[src/rtl/sample_fifo_ctrl.sv]
// ---------------------------------------------------------------------------
// sample_fifo_ctrl
//
// Synchronous FIFO controller for the input-sample path. Samples from a
// valid/ready slave stream are written into an external simple-dual-port RAM.
// RAM port A is write-only. RAM port B is read-only and has a registered
// output stage, so a read takes 2 cycles. Words are prefetched through a
// 2-stage in-flight pipeline (v1, v2) into a 3-entry output buffer. This lets
// the master stream sustain one sample per cycle.
//
// Ports
//   clk_i              single clock for the block and the RAM
//   rst_i              synchronous, active-high reset
//   s_data_i/_valid_i  input sample stream
//   s_ready_o          block can accept a sample (RAM not full)
//   m_data_o/_valid_o  output sample stream (head of output buffer)
//   m_ready_i          downstream accepts the head sample
//   count_o            samples held: RAM + in flight + output buffer
//   empty_o            count_o == 0
//   overflow_o         sticky: a sample was offered while s_ready_o was low
//   mem_wr_*           RAM port A (write) controls
//   mem_rd_en_o        RAM port B clock enable (read issue)
//   mem_rdout_clken_o  RAM port B output-register clock enable
//   mem_rd_addr_o      RAM port B address
//   mem_rd_data_i      RAM port B registered read data
// ---------------------------------------------------------------------------
module sample_fifo_ctrl #(
  parameter int DATA_WIDTH = 32,
  parameter int ADDR_DEPTH = 1024,
  parameter int ADDR_WIDTH = $clog2(ADDR_DEPTH)
) (
  input  logic                    clk_i,
  input  logic                    rst_i,
  input  logic [DATA_WIDTH-1:0]   s_data_i,
  input  logic                    s_valid_i,
  output logic                    s_ready_o,
  output logic [DATA_WIDTH-1:0]   m_data_o,
  output logic                    m_valid_o,
  input  logic                    m_ready_i,
  output logic [ADDR_WIDTH+1:0]   count_o,
  output logic                    empty_o,
  output logic                    overflow_o,
  output logic                    mem_wr_en_o,
  output logic [ADDR_WIDTH-1:0]   mem_wr_addr_o,
  output logic [DATA_WIDTH-1:0]   mem_wr_data_o,
  output logic                    mem_rd_en_o,
  output logic                    mem_rdout_clken_o,
  output logic [ADDR_WIDTH-1:0]   mem_rd_addr_o,
  input  logic [DATA_WIDTH-1:0]   mem_rd_data_i
);

  localparam int PTR_WIDTH = ADDR_WIDTH + 1;
  localparam int CNT_WIDTH = ADDR_WIDTH + 2;
  localparam logic [PTR_WIDTH-1:0] DEPTH_P = PTR_WIDTH'(ADDR_DEPTH);

  // -------------------------------------------------------------------------
  // State
  // -------------------------------------------------------------------------
  logic [PTR_WIDTH-1:0]  r_wr_ptr;
  logic [PTR_WIDTH-1:0]  r_rd_ptr;
  logic                  r_v1;
  logic                  r_v2;
  logic [1:0]            r_ob_count;
  logic [DATA_WIDTH-1:0] r_ob_data [3];
  logic                  r_overflow;
  logic [CNT_WIDTH-1:0]  r_count;

  // -------------------------------------------------------------------------
  // Combinational control
  // -------------------------------------------------------------------------
  logic [PTR_WIDTH-1:0]  w_mem_count;
  logic [PTR_WIDTH-1:0]  w_mem_count_nxt;
  logic                  w_full;
  logic                  w_s_ready;
  logic                  w_accept;
  logic                  w_m_valid;
  logic                  w_pop;
  logic                  w_push;
  logic [2:0]            w_occ;
  logic                  w_issue;
  logic [1:0]            w_wr_idx;
  logic [1:0]            w_ob_count_nxt;
  logic [DATA_WIDTH-1:0] w_ob_data_nxt [3];
  logic [CNT_WIDTH-1:0]  w_count_nxt;

  // Words written but not yet issued for read. The extra pointer bit
  // separates "full" (difference == depth) from "empty" (difference == 0).
  assign w_mem_count = r_wr_ptr - r_rd_ptr;
  assign w_full      = (w_mem_count == DEPTH_P);
  assign w_s_ready   = !rst_i && !w_full;
  assign w_accept    = s_valid_i && w_s_ready;

  assign w_m_valid   = !rst_i && (r_ob_count != 2'd0);
  assign w_pop       = w_m_valid && m_ready_i;
  // The RAM output register holds the word issued two cycles ago while v2 is set.
  assign w_push      = r_v2;

  // Buffer slots already committed: occupied entries plus reads in flight.
  // A read is issued only if its word is guaranteed a free slot on arrival.
  // The comparison is written as occ < 3 + pop to avoid an underflow.
  assign w_occ   = {1'b0, r_ob_count} + {2'b00, r_v1} + {2'b00, r_v2};
  assign w_issue = !rst_i && (w_mem_count != {PTR_WIDTH{1'b0}}) &&
                   (w_occ < (3'd3 + {2'b00, w_pop}));

  // Output-buffer next state: shift on pop, then append the arriving word
  // behind the surviving entries so order is kept on simultaneous push/pop.
  always_comb begin
    for (int i = 0; i < 3; i++) begin
      w_ob_data_nxt[i] = r_ob_data[i];
    end
    if (w_pop) begin
      w_ob_data_nxt[0] = r_ob_data[1];
      w_ob_data_nxt[1] = r_ob_data[2];
      w_ob_data_nxt[2] = {DATA_WIDTH{1'b0}};
      w_wr_idx         = r_ob_count - 2'd1;
    end else begin
      w_wr_idx         = r_ob_count;
    end
    if (w_push) begin
      case (w_wr_idx)
        2'd0:    w_ob_data_nxt[0] = mem_rd_data_i;
        2'd1:    w_ob_data_nxt[1] = mem_rd_data_i;
        2'd2:    w_ob_data_nxt[2] = mem_rd_data_i;
        // Index 3 cannot occur because issue control never over-commits the buffer.
        default: w_ob_data_nxt[2] = r_ob_data[2];
      endcase
    end else begin
      w_ob_data_nxt[0] = w_ob_data_nxt[0];
    end
  end

  assign w_ob_count_nxt  = r_ob_count + {1'b0, w_push} - {1'b0, w_pop};
  assign w_mem_count_nxt = w_mem_count + {{(PTR_WIDTH-1){1'b0}}, w_accept}
                                       - {{(PTR_WIDTH-1){1'b0}}, w_issue};
  // Count as it will stand after this edge, so count_o tracks the registered state.
  assign w_count_nxt = CNT_WIDTH'(w_mem_count_nxt) + CNT_WIDTH'(w_issue) +
                       CNT_WIDTH'(r_v1) + CNT_WIDTH'(w_ob_count_nxt);

  // -------------------------------------------------------------------------
  // Sequential state
  // -------------------------------------------------------------------------
  // Pointers, read pipeline, output buffer, count and sticky overflow.
  always_ff @(posedge clk_i) begin
    if (rst_i) begin
      r_wr_ptr   <= {PTR_WIDTH{1'b0}};
      r_rd_ptr   <= {PTR_WIDTH{1'b0}};
      r_v1       <= 1'b0;
      r_v2       <= 1'b0;
      r_ob_count <= 2'd0;
      for (int i = 0; i < 3; i++) begin
        r_ob_data[i] <= {DATA_WIDTH{1'b0}};
      end
      r_overflow <= 1'b0;
      r_count    <= {CNT_WIDTH{1'b0}};
    end else begin
      if (w_accept) begin
        r_wr_ptr <= r_wr_ptr + {{(PTR_WIDTH-1){1'b0}}, 1'b1};
      end else begin
        r_wr_ptr <= r_wr_ptr;
      end
      if (w_issue) begin
        r_rd_ptr <= r_rd_ptr + {{(PTR_WIDTH-1){1'b0}}, 1'b1};
      end else begin
        r_rd_ptr <= r_rd_ptr;
      end
      r_v1       <= w_issue;
      r_v2       <= r_v1;
      r_ob_count <= w_ob_count_nxt;
      for (int i = 0; i < 3; i++) begin
        r_ob_data[i] <= w_ob_data_nxt[i];
      end
      if (s_valid_i && !w_s_ready) begin
        r_overflow <= 1'b1;
      end else begin
        r_overflow <= r_overflow;
      end
      r_count    <= w_count_nxt;
    end
  end

  // -------------------------------------------------------------------------
  // Outputs
  // -------------------------------------------------------------------------
  // Handshake and RAM strobes are masked while reset is held, so nothing
  // moves during the reset cycle even though the state clears only at the edge.
  assign s_ready_o         = w_s_ready;
  assign m_valid_o         = w_m_valid;
  assign m_data_o          = r_ob_data[0];
  assign count_o           = rst_i ? {CNT_WIDTH{1'b0}} : r_count;
  assign empty_o           = (count_o == {CNT_WIDTH{1'b0}});
  assign overflow_o        = r_overflow;

  assign mem_wr_en_o       = w_accept;
  assign mem_wr_addr_o     = r_wr_ptr[ADDR_WIDTH-1:0];
  assign mem_wr_data_o     = s_data_i;
  assign mem_rd_en_o       = w_issue;
  assign mem_rdout_clken_o = !rst_i && r_v1;
  assign mem_rd_addr_o     = r_rd_ptr[ADDR_WIDTH-1:0];

endmodule

[config.mk]
export PLATFORM = sky130hd
export DESIGN_NAME = sample_fifo_ctrl
export DESIGN_NICKNAME = d
export VERILOG_FILES = /design/src/rtl/sample_fifo_ctrl.sv
export SDC_FILE = /design/constraint.sdc
export NUM_CORES = 1
export LEC_CHECK = 0
export CAP_MARGIN = 20
export CORE_MARGIN = 3
export CORE_UTILIZATION = 35
export CTS_CLUSTER_SIZE = 24
export DETAILED_ROUTE_END_ITERATION = 12
export GPL_ROUTABILITY_DRIVEN = 0
export PLACE_DENSITY = 0.56
export SLEW_MARGIN = 5
export SYNTH_ARGS = -nofsm -noshare
export SYNTH_HDL_FRONTEND = slang
export SYNTH_SLANG_ARGS = --single-unit
export TNS_END_PERCENT = 5
[constraint.sdc]
create_clock -name clk_i -period 14.05 [get_ports clk_i]
set_clock_uncertainty 0.1 [all_clocks]
set_input_delay 2.1075 -clock clk_i [delete_from_list [all_inputs] [get_ports clk_i]]
set_output_delay 2.1075 -clock clk_i [all_outputs]
set_load 0.02 [all_outputs]
# After elaboration in Yosys (flattened, before gate mapping)

Memories as Yosys holds them, arrays and structs flattened.
Index checks and enable logic that the tools add are counted.

$add $sub $neg: 14
Order comparisons: 1
Eq/ne operators: 3
Mux-type cells: 14
Bitwise gates (word level): 3
Reduce and logical (&&, ||, !) cells: 16

Operators with widths:

| kind                                           | count |
|---|---|
| two-way mux 32 bit                             | 6 |
| two-way mux 96 bit                             | 1 |
| two-way mux 64 bit                             | 1 |
| one-hot mux 32 bit (2 select lines)            | 1 |
| adder 11 x 1 -> 11 bit (second input constant) | 2 |
| adder 11 x 1 -> 12 bit                         | 1 |
| adder 12 x 1 -> 12 bit                         | 1 |
| adder 12 x 2 -> 12 bit                         | 1 |
| logical NOT 12 bit                             | 1 |
| two-way mux 12 bit                             | 1 |
| adder 11 x 1 -> 11 bit                         | 1 |
| equality test 11 bit (second input constant)   | 1 |
| nonzero test 11 bit                            | 1 |
| subtractor 11 x 1 -> 11 bit                    | 1 |
| subtractor 11 bit                              | 1 |
| logical AND 1 bit                              | 8 |
| adder 2 x 1 -> 3 bit                           | 1 |
| adder 2 x 1 -> 3 bit (first input constant)    | 1 |
| adder 3 x 1 -> 3 bit                           | 1 |
| logical NOT 1 bit                              | 3 |
| less-than comparator 3 bit                     | 1 |
| two-way mux 1 bit                              | 3 |
| bitwise OR 1 bit                               | 3 |
| adder 2 x 1 -> 2 bit                           | 1 |
| 8 further kinds                                | 8 |

Register bits after elaboration: 39
Memory bits (writable): 96
Input bits: 68
Output and inout bits: 103
Word-level logic and storage cells: 59
Memories kept: 1

Memory list:

| memory    | words | bits a word | read ports | clocked after Yosys merged registers in | write ports | line | RTL |
|---|---|---|---|---|---|---|---|
| r_ob_data | 3     | 32          | 3          | 0                                       | 3           | 64   | `logic [DATA_WIDTH-1:0] r_ob_data [3];` |

# Longest topological paths before layout

Depth after elaboration: 10
Depth in mapped cells: 29
Mapped depth without buffers: 28

# Least setup slack after synthesis

OpenSTA, ideal clock, no wires.

Path kind: input -> register
Start point: input port rst_i
End point: register r_count[10]
Setup time: 119 ps
Arrival: 6,904 ps
Setup slack: 6,926 ps
Stages: 23
Buffers on the path: 1
Cells stage by stage: nor2_1 -> nand2_1 -> inv_2 -> clkbuf_1 -> ha_1 -> o21a_1 -> o21ai_0 -> nand2_1 -> a21oi_2 -> ha_1 -> inv_1 -> ha_1 -> fa_1 -> ha_1 -> inv_1 -> fa_1 -> inv_1 -> a21oi_1 -> nor3_1 -> o2111ai_1 -> nor4_1 -> or2_2 -> mux2i_1

Word-level cells in the longest chain between the ends: 10

RTL lines:

| what                        | line    | RTL |
|---|---|---|
| from (decl)                 | 33      | `input logic rst_i,` |
| logical NOT 1 bit (*)       | 93, 102 |  |
| logical AND 1 bit           | 93      | `assign w_m_valid = !rst_i && (r_ob_count != 2'd0);` |
| logical AND 1 bit           | 94      | `assign w_pop = w_m_valid && m_ready_i;` |
| adder 2 x 1 -> 3 bit        | 103     | `(w_occ < (3'd3 + {2'b00, w_pop}));` |
| less-than comparator 3 bit  | 103     |  |
| logical AND 1 bit (*)       | 102     | `assign w_issue = !rst_i && (w_mem_count != {PTR_WIDTH{1'b0}}) &&` |
| named net mem_rd_en_o       | 46      | `output logic mem_rd_en_o,` |
| subtractor 11 x 1 -> 11 bit | 134     | `- {{(PTR_WIDTH-1){1'b0}}, w_issue};` |
| adder 11 x 1 -> 12 bit (*)  | 136     | `assign w_count_nxt = CNT_WIDTH'(w_mem_count_nxt) + CNT_WIDTH'(w_issue) +` |
| adder 12 x 1 -> 12 bit (*)  | 136     |  |
| adder 12 x 2 -> 12 bit (*)  | 137     | `CNT_WIDTH'(r_v1) + CNT_WIDTH'(w_ob_count_nxt);` |
| to (signal assigned)        | 154     | `r_count <= {CNT_WIDTH{1'b0}};` |
| to (signal assigned)        | 177     | `r_count <= w_count_nxt;` |
| to (decl)                   | 66      | `logic [CNT_WIDTH-1:0] r_count;` |

Mark *: on every way through the listed nets, which the timed path passes. The rest lies on a longest branch.
A chain may end at the register's enable or synchronous reset.

# Worst setup path in the final report

Start point: input port rst_i
End point: output port mem_rd_en_o

Word-level cells in the longest chain between the ends: 6

RTL lines:

| what                       | line |
|---|---|
| logical NOT 1 bit (*)      | 93, 102 |
| logical AND 1 bit          | 93 |
| logical AND 1 bit          | 94 |
| adder 2 x 1 -> 3 bit       | 103 |
| less-than comparator 3 bit | 103 |
| logical AND 1 bit (*)      | 102 |
| to (decl)                  | 46 |

Mark *: on every way between the ends. The rest lies on a longest branch, timed or not.

==> impl_metrics.json <==
{
  "status": "finished, final reports clean",
  "n_antenna_cell": 0,
  "endpoint": "mem_rd_en_o",
  "crit_start": "rst_i",
  "ys.flop_type": "dfxtp_1",
  "drcViolationCount": 0,
  "synth-seq-cells": 135,
  "post_drt_wl_per_cell_microns": 14.7,
  "grt-ovfl-total": 0,
  "dr.pass1.iters": 5,
  "hpwlAfterDp_microns": 11700,
  "cp_max_fo": 65,
  "die_h_microns": 153,
  "timing.hold.ws_ps": 368,
  "grt_pass1_vias": 5873,
  "grt_max_degree": 87,
  "wl_microns": 17800,
  "r2r_slack_ps": 7470,
  "synth_edf_count": 0,
  "rows": 53,
  "htree_levels": 4,
  "path_cells": "buf_4 -> nor2_1 -> nand2_2 -> buf_4 -> ha_1 -> o21ai_0 -> nand2_1 -> a21oi_2 -> clkdlybuf4s50_1",
  "syn-num-nets": 1038,
  "fillers": 2166,
  "max_freq_mhz": 134,
  "synth_cell_type_count": 56,
  "hold_buffers": 0,
  "start_util_pct": 35.7,
  "cts_max_path_buffers": 2,
  "cts_tree": "done",
  "critical_path_buf_inv_count": 3,
  "syn_area_sq_um": 7530,
  "cts_sinks": 135,
  "core_area_sq_um": 21100,
  "cp.depth": 9,
  "syn_avg_cell_area_sq_um": 8.12,
  "vias": 6150,
  "portBuffers": 106,
  "grt_pass1_wl_microns": 29700,
  "cellPowerDensity_nw_per_um2": 243,
  "finalCritPeriodShare_pct": 53.2,
  "rr_startpoint": "r_rd_ptr[3]",
  "setup_violations": 0,
  "cpMostUsedCell": "buf_4",
  "timing.rr.end": "r_count[10]",
  "yosysWarningCount": 0,
  "drive_above_1_share_pct": 6.00,
  "rsz0062_at_grt": "no",
  "ir_worst_vdd_v": 0.000176,
  "nNetsFinal": 1031,
  "grt_antenna_before_repair": 0,
  "fin_crit_ps": 7480,
  "syn2layout_area_growth_pct": 16.4,
  "maxSlewViolCount": 0,
  "die_w_microns": 153,
  "slew_headroom_pct": 39.8,
  "setup_tns_ps": 0,
  "drtIter0Drc": 299,
  "netlist_instances": 928,
  "setup.worst_path.end_class": "output pin",
  "power.total_w": 0.00213,
  "multi_input_area_sq_um": 3870,
  "async_flop_share_pct": 0,
  "via_per_inst": 5.09,
  "crit_family": "buffers and inverters",
  "clock_latency_ps": 410,
  "post_cts_buffers": 0,
  "reg2reg_depth": 26,
  "worstPathArrival_ps": 5270,
  "start_kind": "primary input",
  "hold_class": "flip-flop to flip-flop",
  "regArea_sq_um": 2700,
  "ios": 171,
  "cts_root_buffer": "clkbuf_16",
  "cpPeakStageDelay_ps": 710,
  "critPathRequiredTime_ps": 11840,
  "cap_violations": 0,
  "path_class": "primary input to output pin",
  "cts_buffers": 17,
  "p_leak_nw": 3.17,
  "worst_pin_slew_ps": 904,
  "post_cts_resized": 0,
  "dieArea_sq_um": 23300,
  "grt_use_total_pct": 15.2,
  "hold_viol": 0,
  "crit_path_top_delay_cell": "clkdlybuf4s50_1",
  "ant_nets": 0,
  "path_clk_slew_ps": 60,
  "seq_area_frac_synth_pct": 35.9
}
[worst reg2reg max path, stage by stage, from the launching register on]
cell and delay, ps:
dfxtp_1 490, inv_1 110, ha_1 350, and2_1 180, a311o_1 350, a21oi_1 240
o21bai_1 100, a21o_1 220, xnor2_1 160, ha_1 210, and4_1 180, and3_1 290
a21oi_2 470, ha_1 320, inv_1 60, ha_1 200, fa_1 430, ha_1 310
inv_1 60, fa_1 450, inv_1 70, a21oi_1 60, nor3_1 290, o2111ai_1 240
nor4_1 320, or2_2 170, mux2i_1 60
[area by class of cell]
class	count	area share, %
Clock buffer	17	4.85
Sequential cell	135	30.8
Multi-Input combinational cell	619	44.2
Clock inverter	15	2.03
Inverter	35	1.50
Timing Repair Buffer	113	12.7
Tap cell	275	3.92
[layout by cell type, fill, tap and decap left out, types with 4 or more instances in the layout]
cell	count
a211oi_1	6
a21o_1	7
a21oi_1	22
a22oi_1	32
a311oi_1	64
and3_1	5
buf_4	8
clkbuf_16	17
clkdlybuf4s50_1	105
dfxtp_1	135
fa_1	5
ha_1	37
inv_1	34
inv_6	6
inv_8	4
mux2i_1	4
nand2_1	147
nand3_1	12
nor2_1	136
nor2b_1	18
nor3_1	8
nor4_1	7
o21a_1	6
o21ai_0	13
or2_2	4
xnor2_1	22
xor2_1	15
[worst min path at each step]
stage	slack [ps]	to	cells past startpoint	from
finish	370	r_ob_data[0][25]	2	r_ob_data[0][57]
global route	390	r_ob_data[0][51]	2	r_ob_data[0][83]
CTS	370	r_ob_data[0][48]	2	r_ob_data[0][80]
detailed placement	370	overflow_o	2	overflow_o
global placement	360	r_ob_data[0][49]	2	r_ob_data[0][81]
floorplan	360	r_ob_data[0][0]	2	r_ob_data[0][32]
[sequential cells by signal, summed over array words and instances, names as in the netlist]
name        count
r_rd_ptr       11
r_wr_ptr       11
r_ob_data      96
overflow_o      1
r_v2            1
r_count        12
r_v1            1
r_ob_count      2
[stage by stage]
step                instance area [sq um]  worst slack (ps)  utilization (%)  cells
floorplan                            7530              6930                -    928
global placement                     8160              6220             38.7   1177
detailed placement                   8160              6170             38.7   1177
CTS                                  8770              6490             41.6   1209
global route                         8770              6060             41.6   1209
finish                               8770              6570             41.6   1209
[synth_stat cells (14+ instances only)]
cell type	instances	area (sq um)
nor2_1	136	510
a311oi_1	64	561
ha_1	37	463
xor2_1	15	131
inv_1	34	128
nand2_1	148	556
a21oi_1	22	110
buf_4	84	631
nor2b_1	18	113
dfxtp_1	135	2700
a22oi_1	32	240
clkbuf_1	50	188
xnor2_1	22	193
nand3_1	14	70.1
[where the power goes]
group / total [W] / internal (W) / switching (W)
Combinational: 0.00115 / 0.000494 / 0.000661
Clock: 0.000460 / 0.000269 / 0.000191
Sequential: 0.000516 / 0.000471 / 0.0000453
Total: 0.00213 / 0.00123 / 0.000897
[routing by layer]
metal | GRT usage (%) | vias up | wire, microns
met4 | 3.69 | 0 | 241
met5 | 0 | - | 0
met1 | 21.1 | 2879 | 8740
met3 | 3.81 | 18 | 779
li1 | - | 3118 | -
met2 | 23.7 | 135 | 8060
[cell families (layout without fill, tap and decap cells)]
family | count (synthesis) | count (layout) | synth area share (%)
AND/OR/NAND/NOR | 358 | 358 | 20.1
AO/OA/AOI/OAI | 176 | 176 | 18.3
buffers and inverters | 174 | 180 | 13.0
flip-flops | 135 | 135 | 35.9
adder cells (fa/ha/maj) | 42 | 42 | 7.47
XOR/XNOR | 38 | 38 | 4.62
multiplexers | 5 | 5 | 0.681
No activity file was read; power rests on OpenSTA's default activity.
